[src/rtl/tsro_pkg.sv]
// Shared defaults, word layout and read-FSM encoding for the timestamp readout controller.
package tsro_pkg;

  localparam int TSRO_NREQ_DEF = 4;
  localparam int TSRO_TSW_DEF  = 16;

  function automatic int tsro_chw(input int nreq);
    return (nreq > 1) ? $clog2(nreq) : 1;
  endfunction

  localparam int TSRO_CHW_DEF = tsro_chw(TSRO_NREQ_DEF);
  localparam int TSRO_WW_DEF  = TSRO_CHW_DEF + TSRO_TSW_DEF;

  typedef struct packed {
    logic [TSRO_CHW_DEF-1:0] ch;
    logic [TSRO_TSW_DEF-1:0] ts;
  } tsro_word_t;

  typedef enum logic [1:0] {
    RD_IDLE    = 2'd0,
    RD_FETCH   = 2'd1,
    RD_PRESENT = 2'd2
  } tsro_rd_state_e;

endpackage

[src/rtl/tstamp_readout_ctrl_if.sv]
// Buffer write/read bus plus readout handshake; master = controller, slave = buffer/consumer side.
interface tstamp_readout_ctrl_if import tsro_pkg::*; #(parameter int WW = TSRO_WW_DEF);

  logic          fifo_full_i;
  logic          fifo_empty_i;
  logic          fifo_we_o;
  logic [WW-1:0] fifo_wdata_o;
  logic          fifo_re_o;
  logic [WW-1:0] fifo_rdata_i;
  logic [WW-1:0] out_data_o;
  logic          out_valid_o;
  logic          out_ready_i;

  modport master (
    input  fifo_full_i, fifo_empty_i, fifo_rdata_i, out_ready_i,
    output fifo_we_o, fifo_wdata_o, fifo_re_o, out_data_o, out_valid_o
  );

  modport slave (
    output fifo_full_i, fifo_empty_i, fifo_rdata_i, out_ready_i,
    input  fifo_we_o, fifo_wdata_o, fifo_re_o, out_data_o, out_valid_o
  );

endinterface

[src/rtl/rr_arbiter.sv]
// Round-robin arbiter: search starts at the index after the last grant; grants only while advance_i is high.
module rr_arbiter import tsro_pkg::*; #(
  parameter int N = TSRO_NREQ_DEF
) (
  input  logic         clk,
  input  logic         rst,
  input  logic [N-1:0] req_i,
  input  logic         advance_i,
  output logic [N-1:0] grant_o
);

  localparam int PW = tsro_chw(N);

  logic [PW-1:0] ptr_q;
  logic [PW-1:0] ptr_d;
  logic          found;
  int            idx;

  always_comb begin
    grant_o = '0;
    ptr_d   = ptr_q;
    found   = 1'b0;
    idx     = 0;
    for (int k = 0; k < N; k++) begin
      idx = int'(ptr_q) + k;
      if (idx >= N) idx = idx - N;
      if (!found && advance_i && req_i[idx[PW-1:0]]) begin
        found                 = 1'b1;
        grant_o[idx[PW-1:0]]  = 1'b1;
        ptr_d                 = (idx + 1 >= N) ? '0 : PW'(idx + 1);
      end
    end
  end

  always_ff @(posedge clk) begin
    if (rst) begin
      ptr_q <= '0;
    end else if (found) begin
      ptr_q <= ptr_d;
    end
  end

endmodule

[src/rtl/tstamp_readout_ctrl.sv]
// Per-channel hit timestamp capture, round-robin write into a buffer, and a fetch/present readout FSM.
// Optional TSRO_DROP_CNT_EN adds drop_cnt_o: per-channel saturating 8-bit lost-hit counters.
module tstamp_readout_ctrl import tsro_pkg::*; #(
  parameter int NREQ   = TSRO_NREQ_DEF,
  parameter int TSW    = TSRO_TSW_DEF,
  parameter int RD_LAT = 1
) (
  input  logic                 clk,
  input  logic                 rst,
  input  logic                 en_i,
  input  logic [NREQ-1:0]      hit_i,
  input  logic [TSW-1:0]       tstamp_i,
  tstamp_readout_ctrl_if.master bus,
  output logic [NREQ-1:0]      drop_o
`ifdef TSRO_DROP_CNT_EN
  ,
  output logic [NREQ-1:0][7:0] drop_cnt_o
`endif
);

  localparam int CHW = tsro_chw(NREQ);
  localparam int WW  = CHW + TSW;

  localparam logic [1:0] ST_IDLE    = RD_IDLE;
  localparam logic [1:0] ST_FETCH   = RD_FETCH;
  localparam logic [1:0] ST_PRESENT = RD_PRESENT;
  localparam logic [1:0] LAT_LAST   = 2'(RD_LAT - 1);

  logic [NREQ-1:0]          hit_prev_q;
  logic [NREQ-1:0]          rise;
  logic [NREQ-1:0]          pending;
  logic [NREQ-1:0]          grant;
  logic [NREQ-1:0][TSW-1:0] ts_all;

  assign rise = hit_i & ~hit_prev_q & {NREQ{en_i}};

  always_ff @(posedge clk) begin
    if (rst) hit_prev_q <= '0;
    else     hit_prev_q <= hit_i;
  end

  rr_arbiter #(.N(NREQ)) u_arb (
    .clk       (clk),
    .rst       (rst),
    .req_i     (pending),
    .advance_i (~bus.fifo_full_i),
    .grant_o   (grant)
  );

  // A hit on the channel being granted reloads it; otherwise a hit on a busy channel is lost.
  for (genvar gi = 0; gi < NREQ; gi++) begin : g_chan
    logic           pend_q;
    logic [TSW-1:0] ts_q;
    logic           drop_q;
    logic           lost;

    assign lost = rise[gi] & pend_q & ~grant[gi];

    always_ff @(posedge clk) begin
      if (rst) begin
        pend_q <= 1'b0;
        ts_q   <= '0;
        drop_q <= 1'b0;
      end else if (lost) begin
        drop_q <= 1'b1;
      end else if (rise[gi]) begin
        ts_q   <= tstamp_i;
        pend_q <= 1'b1;
      end else if (grant[gi]) begin
        pend_q <= 1'b0;
      end
    end

    assign pending[gi] = pend_q;
    assign ts_all[gi]  = ts_q;
    assign drop_o[gi]  = drop_q;

`ifdef TSRO_DROP_CNT_EN
    logic [7:0] cnt_q;
    always_ff @(posedge clk) begin
      if (rst)                          cnt_q <= '0;
      else if (lost && cnt_q != 8'hFF)  cnt_q <= cnt_q + 8'd1;
    end
    assign drop_cnt_o[gi] = cnt_q;
`endif
  end

  logic [CHW-1:0] wsel_ch;
  logic [TSW-1:0] wsel_ts;

  always_comb begin
    wsel_ch = '0;
    wsel_ts = '0;
    for (int i = 0; i < NREQ; i++) begin
      if (grant[i]) begin
        wsel_ch = CHW'(i);
        wsel_ts = ts_all[i];
      end
    end
  end

  assign bus.fifo_we_o    = |grant;
  assign bus.fifo_wdata_o = {wsel_ch, wsel_ts};

  logic [1:0]    state_q, state_d;
  logic [1:0]    lat_q, lat_d;
  logic [WW-1:0] odata_q, odata_d;
  logic          ovalid_q, ovalid_d;
  logic          rd_req;

  always_comb begin
    state_d  = state_q;
    lat_d    = lat_q;
    odata_d  = odata_q;
    ovalid_d = ovalid_q;
    rd_req   = 1'b0;
    case (state_q)
      ST_IDLE: begin
        if (!bus.fifo_empty_i && !ovalid_q) begin
          rd_req  = 1'b1;
          lat_d   = '0;
          state_d = ST_FETCH;
        end
      end
      ST_FETCH: begin
        if (lat_q == LAT_LAST) begin
          odata_d  = bus.fifo_rdata_i;
          ovalid_d = 1'b1;
          state_d  = ST_PRESENT;
        end else begin
          lat_d = lat_q + 2'd1;
        end
      end
      ST_PRESENT: begin
        if (bus.out_ready_i) begin
          ovalid_d = 1'b0;
          state_d  = ST_IDLE;
        end
      end
      default: begin
        ovalid_d = 1'b0;
        state_d  = ST_IDLE;
      end
    endcase
  end

  always_ff @(posedge clk) begin
    if (rst) begin
      state_q  <= ST_IDLE;
      lat_q    <= '0;
      odata_q  <= '0;
      ovalid_q <= 1'b0;
    end else begin
      state_q  <= state_d;
      lat_q    <= lat_d;
      odata_q  <= odata_d;
      ovalid_q <= ovalid_d;
    end
  end

  assign bus.fifo_re_o   = rd_req;
  assign bus.out_data_o  = odata_q;
  assign bus.out_valid_o = ovalid_q;

endmodule

[src/flat_wrapper.sv]
// flat-port wrapper written by rule: the top's interface ports become plain ports
module tstamp_readout_ctrl_flat import tsro_pkg::*;
#(
  parameter int NREQ   = TSRO_NREQ_DEF,
  parameter int TSW    = TSRO_TSW_DEF,
  parameter int RD_LAT = 1
)
  (clk, rst, en_i, hit_i, tstamp_i, drop_o, bus_fifo_full_i, bus_fifo_empty_i, bus_fifo_rdata_i, bus_out_ready_i, bus_fifo_we_o, bus_fifo_wdata_o, bus_fifo_re_o, bus_out_data_o, bus_out_valid_o);
  tstamp_readout_ctrl_if #(.WW(((2) + TSW))) bus_i ();
  input  logic clk;
  input  logic rst;
  input  logic en_i;
  input  logic [NREQ-1:0] hit_i;
  input  logic [TSW-1:0] tstamp_i;
  output logic [NREQ-1:0] drop_o;
  input wire logic [$bits(bus_i.fifo_full_i)-1:0] bus_fifo_full_i;
  input wire logic [$bits(bus_i.fifo_empty_i)-1:0] bus_fifo_empty_i;
  input wire logic [$bits(bus_i.fifo_rdata_i)-1:0] bus_fifo_rdata_i;
  input wire logic [$bits(bus_i.out_ready_i)-1:0] bus_out_ready_i;
  output wire logic [$bits(bus_i.fifo_we_o)-1:0] bus_fifo_we_o;
  output wire logic [$bits(bus_i.fifo_wdata_o)-1:0] bus_fifo_wdata_o;
  output wire logic [$bits(bus_i.fifo_re_o)-1:0] bus_fifo_re_o;
  output wire logic [$bits(bus_i.out_data_o)-1:0] bus_out_data_o;
  output wire logic [$bits(bus_i.out_valid_o)-1:0] bus_out_valid_o;
  assign bus_i.fifo_full_i = bus_fifo_full_i;
  assign bus_i.fifo_empty_i = bus_fifo_empty_i;
  assign bus_i.fifo_rdata_i = bus_fifo_rdata_i;
  assign bus_i.out_ready_i = bus_out_ready_i;
  assign bus_fifo_we_o = bus_i.fifo_we_o;
  assign bus_fifo_wdata_o = bus_i.fifo_wdata_o;
  assign bus_fifo_re_o = bus_i.fifo_re_o;
  assign bus_out_data_o = bus_i.out_data_o;
  assign bus_out_valid_o = bus_i.out_valid_o;
  tstamp_readout_ctrl #(.NREQ(NREQ), .TSW(TSW), .RD_LAT(RD_LAT)) u_core (.clk(clk), .rst(rst), .en_i(en_i), .hit_i(hit_i), .tstamp_i(tstamp_i), .bus(bus_i), .drop_o(drop_o));
endmodule
[config.mk]
export PLATFORM = sky130hd
export DESIGN_NAME = tstamp_readout_ctrl_flat
export DESIGN_NICKNAME = d
export VERILOG_FILES = /design/src/rtl/tsro_pkg.sv /design/src/rtl/tstamp_readout_ctrl_if.sv /design/src/rtl/rr_arbiter.sv /design/src/rtl/tstamp_readout_ctrl.sv /design/src/flat_wrapper.sv
export SDC_FILE = /design/constraint.sdc
export NUM_CORES = 1
export LEC_CHECK = 0
export CAP_MARGIN = 20
export CORE_ASPECT_RATIO = 1.2
export CORE_MARGIN = 5
export CORE_UTILIZATION = 30
export DETAILED_ROUTE_END_ITERATION = 12
export SLEW_MARGIN = 10
export SYNTH_ARGS = -nofsm -noshare
export SYNTH_HDL_FRONTEND = slang
export SYNTH_SLANG_ARGS = --single-unit
[constraint.sdc]
create_clock -name clk -period 5.68 [get_ports clk]
set_clock_uncertainty 0.1 [all_clocks]
set_input_delay 1.42 -clock clk [delete_from_list [all_inputs] [get_ports clk]]
set_output_delay 1.42 -clock clk [all_outputs]
set_load 0.03 [all_outputs]
# Yosys cells after proc, flatten, opt, wreduce, memory -nomap -nowiden
# Cells that the tools add are included.
[word_totals]
regBits = 101
wordCells = 178
input_bits = 44
out_inout_bits = 43
[op_classes]
n_reduce_logical = 39
n_eq_ne = 6
bitwise = 24
muxes = 63
magnitude_cmp = 16
n_addsub = 12
[ops]
columns = ["cell", "n"]
rows = [
  ["$add A32 B2 Y32 const B", 4],
  ["$ge A32 B4 Y1 const B", 4],
  ["$mux W32", 4],
  ["$mux W16", 4],
  ["$mux W2", 15],
  ["$mux W1", 25],
  ["$reduce_and A2 Y1", 10],
  ["$mux W4", 4],
  ["$logic_and A1 B1 Y1", 12],
  ["$lt A2 B3 Y1 const B", 4],
  ["$or A4 B4 Y4", 3],
  ["$sub A3 B3 Y4 const B", 3],
  ["$not A1 Y1", 10],
  ["$reduce_bool A2 Y1", 5],
  ["$ge A3 B3 Y1 const B", 3],
  ["$reduce_and A3 Y1", 3],
  ["$and A1 B1 Y1", 8],
  ["$and A4 B4 Y4", 2],
  ["$bmux W1 S2", 4],
  ["$demux W1 S2", 4],
  ["$ge A2 B1 Y1 const B", 4],
  ["$add A2 B2 Y3 const B", 2],
  ["$pmux W2 S3", 1],
  ["$logic_not A1 Y1", 5],
  ["14 further kinds", 17],
]

# Depth between registers and ports, before layout
[depth]
depth_word = 22
mapped_depth = 12
mapped_depth_nobuf = 8

# By module
# Synthesis repeated with hierarchy kept, for this count alone.
[hier_totals]
cells_unflattened = 589
area_unflattened_um2 = 4974.8
[by_module_without_submodules]
columns = ["module", "n_inst", "seq_area_each_um2", "area_per_inst_um2", "cells_each"]
rows = [
  ["tstamp_readout_ctrl", 1, 1981.9, 4425.5, 524],
  ["rr_arbiter", 1, 40.0, 549.3, 65],
]

# Worst setup path after synthesis
# OpenSTA, ideal clock, no wires.
[synth_path]
path_type = "register to output"
start = "reg u_core.u_arb.ptr_q[0]"
end = "out bus_fifo_wdata_o[10]"
path_stages_with_launch = 11
path_slack_ns = 0.832
arrival_time_ns = 3.328
n_path_buf = 3
required_time_ns = 4.160
cell_sequence = "dfxtp_1 -> buf_2 -> inv_1 -> ha_1 -> buf_2 -> mux4_2 -> or2_2 -> o22ai_1 -> clkbuf_1 -> nand3_1 -> a31oi_1"
[synth_between]
elab_chain_len = 22
word_cells_on_any_way = 67
classes_between = "7 x add/sub; 12 x order compare; 31 x mux; 3 x bitwise; 14 x reduce/logical"
[synth_lines]
columns = ["item", "line_no", "rtl"]
rows = [
  ["start, declared", "rr_arbiter.sv:14", "logic [PW-1:0] ptr_q;"],
  ["start signal, assigned", "rr_arbiter.sv:39", "ptr_q <= ptr_d;"],
  ["branches (longest 17 deep; another with $sub A3 B3 Y4)", "--", ""],
  ["$mux W4 *", "rr_arbiter.sv:27", "if (!found && advance_i && req_i[idx[PW-1:0]]) begin"],
  ["$mux W16 (3 in series)", "tstamp_readout_ctrl.sv:95", "if (grant[i]) begin"],
  ["$mux W16 *", "tstamp_readout_ctrl.sv:95", ""],
  ["end, declared", "flat_wrapper.sv:21", "output wire logic [$bits(bus_i.fifo_wdata_o)-1:0] bus_fifo_wdata_o;"],
]
# Every way passes the cells marked *. The select of a mux whose other input is x is not followed.

# Worst setup path in the final report
[layout_path]
start = "reg u_core.u_arb.ptr_q[0]"
end = "out bus_fifo_wdata_o[3]"
# Same word-level chain as after synthesis.

==> results.yml <==
outcome:
  status: "finished, final reports clean"
synth:
  yosys.area_share.simple: 0.253
  synth-edff-count: 0
  synth_fa_ha_area_frac: 0.0191
  synth.most_common_cell: "dfxtp_1"
  synth_nets: 643
  ys_types: 52
  ys_warn_count: 0
  yosysTopAreaCell: "dfxtp_1"
  avgSynthCellArea_um2: 8.87
  synthMuxAreaShare: 0.149
  synth_common_cells: "101 x dfxtp_1, 82 x nand2b_1, 69 x mux2i_1"
  synth_compound_area_frac: 0.134
  synth-seq-cells: 101
  yosysTopAreaCellShare: 0.386
  synth_top_family_by_area: "simple AND/OR/NAND/NOR gates"
  ys_seq_area_frac: 0.386
  netlist_area_mm2: 0.00524
  synthTopCellsByArea: "dfxtp_1 39%, mux2i_1 13%, nand2b_1 9.8%, nand2_1 3.9%, nand3_1 3.2%"
  async_reset_ff_frac: 0
  synth-xor-area-share: 0.00167
  netlist_instances: 591
  ys.flop_type: "dfxtp_1"
pwr:
  p_leak_nw: 2.44
  ir_drop_mv: 0.154
  finalPower_mw: 1.97
  power_density_mw_per_mm2: 301
global_routing:
  antenna_found_initial: 0
  gr-usage-all-layers: 0.147
  grt_start_max_net_pins: 86
  grt_pass1_vias: 4525
  overflow: 0
  grt_pass1_wl_um: 23800
route:
  routed_via_density: 5.21
  drt_pre_antenna_iters: 5
  drt-total-wl_um: 14800
  drtIter0Drc: 285
  wl_per_cell_um: 16.9
  via_count: 4550
  route.detailed.drc: 0
  ant_nets: 0
sta:
  finalSetupViolCount: 0
  fin_hold_ws_ns: 0.357
  fin_setup_tns_ns: 0
  rsz0062_at_grt: "false"
  period_minus_slack_ns: 5.43
  hold_violations: 0
  worst_slew_pin_slew_ns: 0.883
  drv_slew: 0
  max_freq_mhz: 184
  post-route-period-util: 0.956
  relSlewSlack: 0.410
critical_path:
  crit_slowest_cell: "mux4_2"
  crit_top_cell: "buf_4"
  path_cells: "inv_1, ha_2, mux4_2, nor2b_2, a22o_1, buf_4, a21oi_2, buf_4, nand3_1, a31oi_1, buf_12"
  timing.rr.end: "u_core.g_chan[3].ts_q[6]"
  r2r_start: "u_core.u_arb.ptr_q[0]"
  worst_ep_arrival_time_ns: 3.91
  r2r_cells: 10
  startpoint_type: "register"
  crit_end: "bus_fifo_wdata_o[3]"
  crit_required_ns: 4.16
  cp-startpoint: "u_core.u_arb.ptr_q[0]"
  cp-end-kind: "output port"
  critPathMaxFanout: 16
  path_class: "reg2out"
  rrSetupSlack_ns: 1.78
  critPathMaxStageDelay_ns: 0.59
die:
  start_util: 0.302
  fp-row-count: 53
  die_area_mm2: 0.0202
  die_x_um: 131
  core_mm2: 0.0174
  die_h_um: 155
  ios: 87
cts:
  post_cts_buffers: 0
  clk_latency_ns: 0.35
  cts_sinks: 101
  path_clk_slew_ns: 0.07
  root_buffer: "clkbuf_16"
  clockBufferDepth: 2
  holdBufCountCts: 0
  numCtsBuffers: 9
  cts_max_level: 3
  cts_tree: "done"
  cts_resized: 0
place:
  finalWeightedCongestion: 0.829
  portBuffers: 86
  post-dp-hpwl_um: 9870
  place_area_mm2: 0.00627
layout:
  regArea_mm2: 0.00202
  fillers: 1775
  areaGrowthSynthToFinish_pct: 24.7
  drive_gt1_frac: 0.101
  multi_input_area_mm2: 0.00293
  stdcell_area_mm2: 0.00654
  n_antenna_cell: 0
  nNetsFinal: 702
min_path:
  hold_path_class: "reg2reg"
job:
  max-cap-violations: 0
-- cell type report --
| class | instances | share of cell area |
|---|---|---|
| tap | 220 | 0.0421 |
| clock buffer | 11 | 0.0371 |
| clock inverter | 4 | 0.00383 |
| inverter | 8 | 0.00459 |
| sequential | 101 | 0.309 |
| multi-input combinational | 428 | 0.447 |
| timing repair buffer | 102 | 0.156 |
-- power by group --
| group | leakage, nW | switching [mW] | internal, mW |
|---|---|---|---|
| Clock | 0.127 | 0.273 | 0.306 |
| Combinational | 1.49 | 0.354 | 0.251 |
| Sequential | 0.824 | 0.0355 | 0.749 |
| Total | 2.44 | 0.663 | 1.31 |
-- worst min-delay path by stage --
stage,start,endpoint,cells after the start
2_1_floorplan,u_core.g_chan[0].drop_q,u_core.g_chan[0].drop_q,2
3_3_place_gp,u_core.g_chan[0].drop_q,u_core.g_chan[0].drop_q,2
3_5_place_dp,u_core.g_chan[0].drop_q,u_core.g_chan[0].drop_q,2
4_1_cts,u_core.bus.out_data_o[7],u_core.bus.out_data_o[7],2
5_1_grt,u_core.bus.out_data_o[4],u_core.bus.out_data_o[4],2
6_report,u_core.g_chan[0].drop_q,u_core.g_chan[0].drop_q,2
-- per-layer routing --
layer / wire, µm / GRT usage / vias up / part of all wire
met5: 0 / 0 / - / 0
met4: 217 / 0.0397 / 0 / 0.015
met3: 1280 / 0.0604 / 20 / 0.087
met2: 7090 / 0.234 / 161 / 0.48
met1: 6220 / 0.182 / 2168 / 0.42
li1: - / - / 2201 / -
-- sequential cells by signal (all words and copies together), names as in the netlist --
name                    cells
u_core.g_chan.ts_q         64
u_core.bus.out_valid_o      1
u_core.state_q              2
u_core.bus.out_data_o      18
u_core.g_chan.pend_q        4
u_core.hit_prev_q           4
u_core.g_chan.drop_q        4
u_core.u_arb.ptr_q          2
u_core.lat_q                2
-- per-stage QoR --
step / utilization / std cells / setup WS [ns]
2_1_floorplan: - / 591 / 0.832
3_3_place_gp: 0.361 / 859 / 0.722
3_5_place_dp: 0.361 / 859 / 0.575
4_1_cts: 0.376 / 874 / 0.192
5_1_grt: 0.376 / 874 / 0.0351
6_report: 0.376 / 874 / 0.250
-- cells in the final DEF, fill, tap and decap left out, types with 7 or more instances in the layout --
| master | n |
|---|---|
| mux2i_1 | 69 |
| a21oi_1 | 31 |
| nand2_1 | 55 |
| dfxtp_1 | 101 |
| clkbuf_16 | 9 |
| nand2b_1 | 82 |
| inv_1 | 8 |
| ha_1 | 7 |
| buf_12 | 7 |
| buf_4 | 27 |
| nand3_1 | 34 |
| a31o_1 | 16 |
| nand4_1 | 16 |
| nor3_1 | 19 |
| a31oi_1 | 17 |
| nor2b_1 | 9 |
| nor2_1 | 14 |
| clkdlybuf4s50_1 | 67 |
-- critical path, delay by kind of cell (launching register included) --
family / cells / cell delay (ns)
buf+inv: 4 / 0.87
compound gates: 3 / 0.72
mux: 1 / 0.59
flops: 1 / 0.55
fa+ha+maj: 1 / 0.49
simple gates: 2 / 0.33
-- kinds of logic (layout without fill, tap and decap cells) --
| group | after synthesis | in the layout |
|---|---|---|
| adders and majority gates | 8 | 8 |
| xor gates and xnor gates | 1 | 1 |
| buffers and inverters | 62 | 125 |
| muxes | 74 | 74 |
| AOI/OAI and AO/OA | 98 | 98 |
| DFF | 101 | 101 |
| and+or+nand+nor | 247 | 247 |
Power figures use the tool's default switching activity.
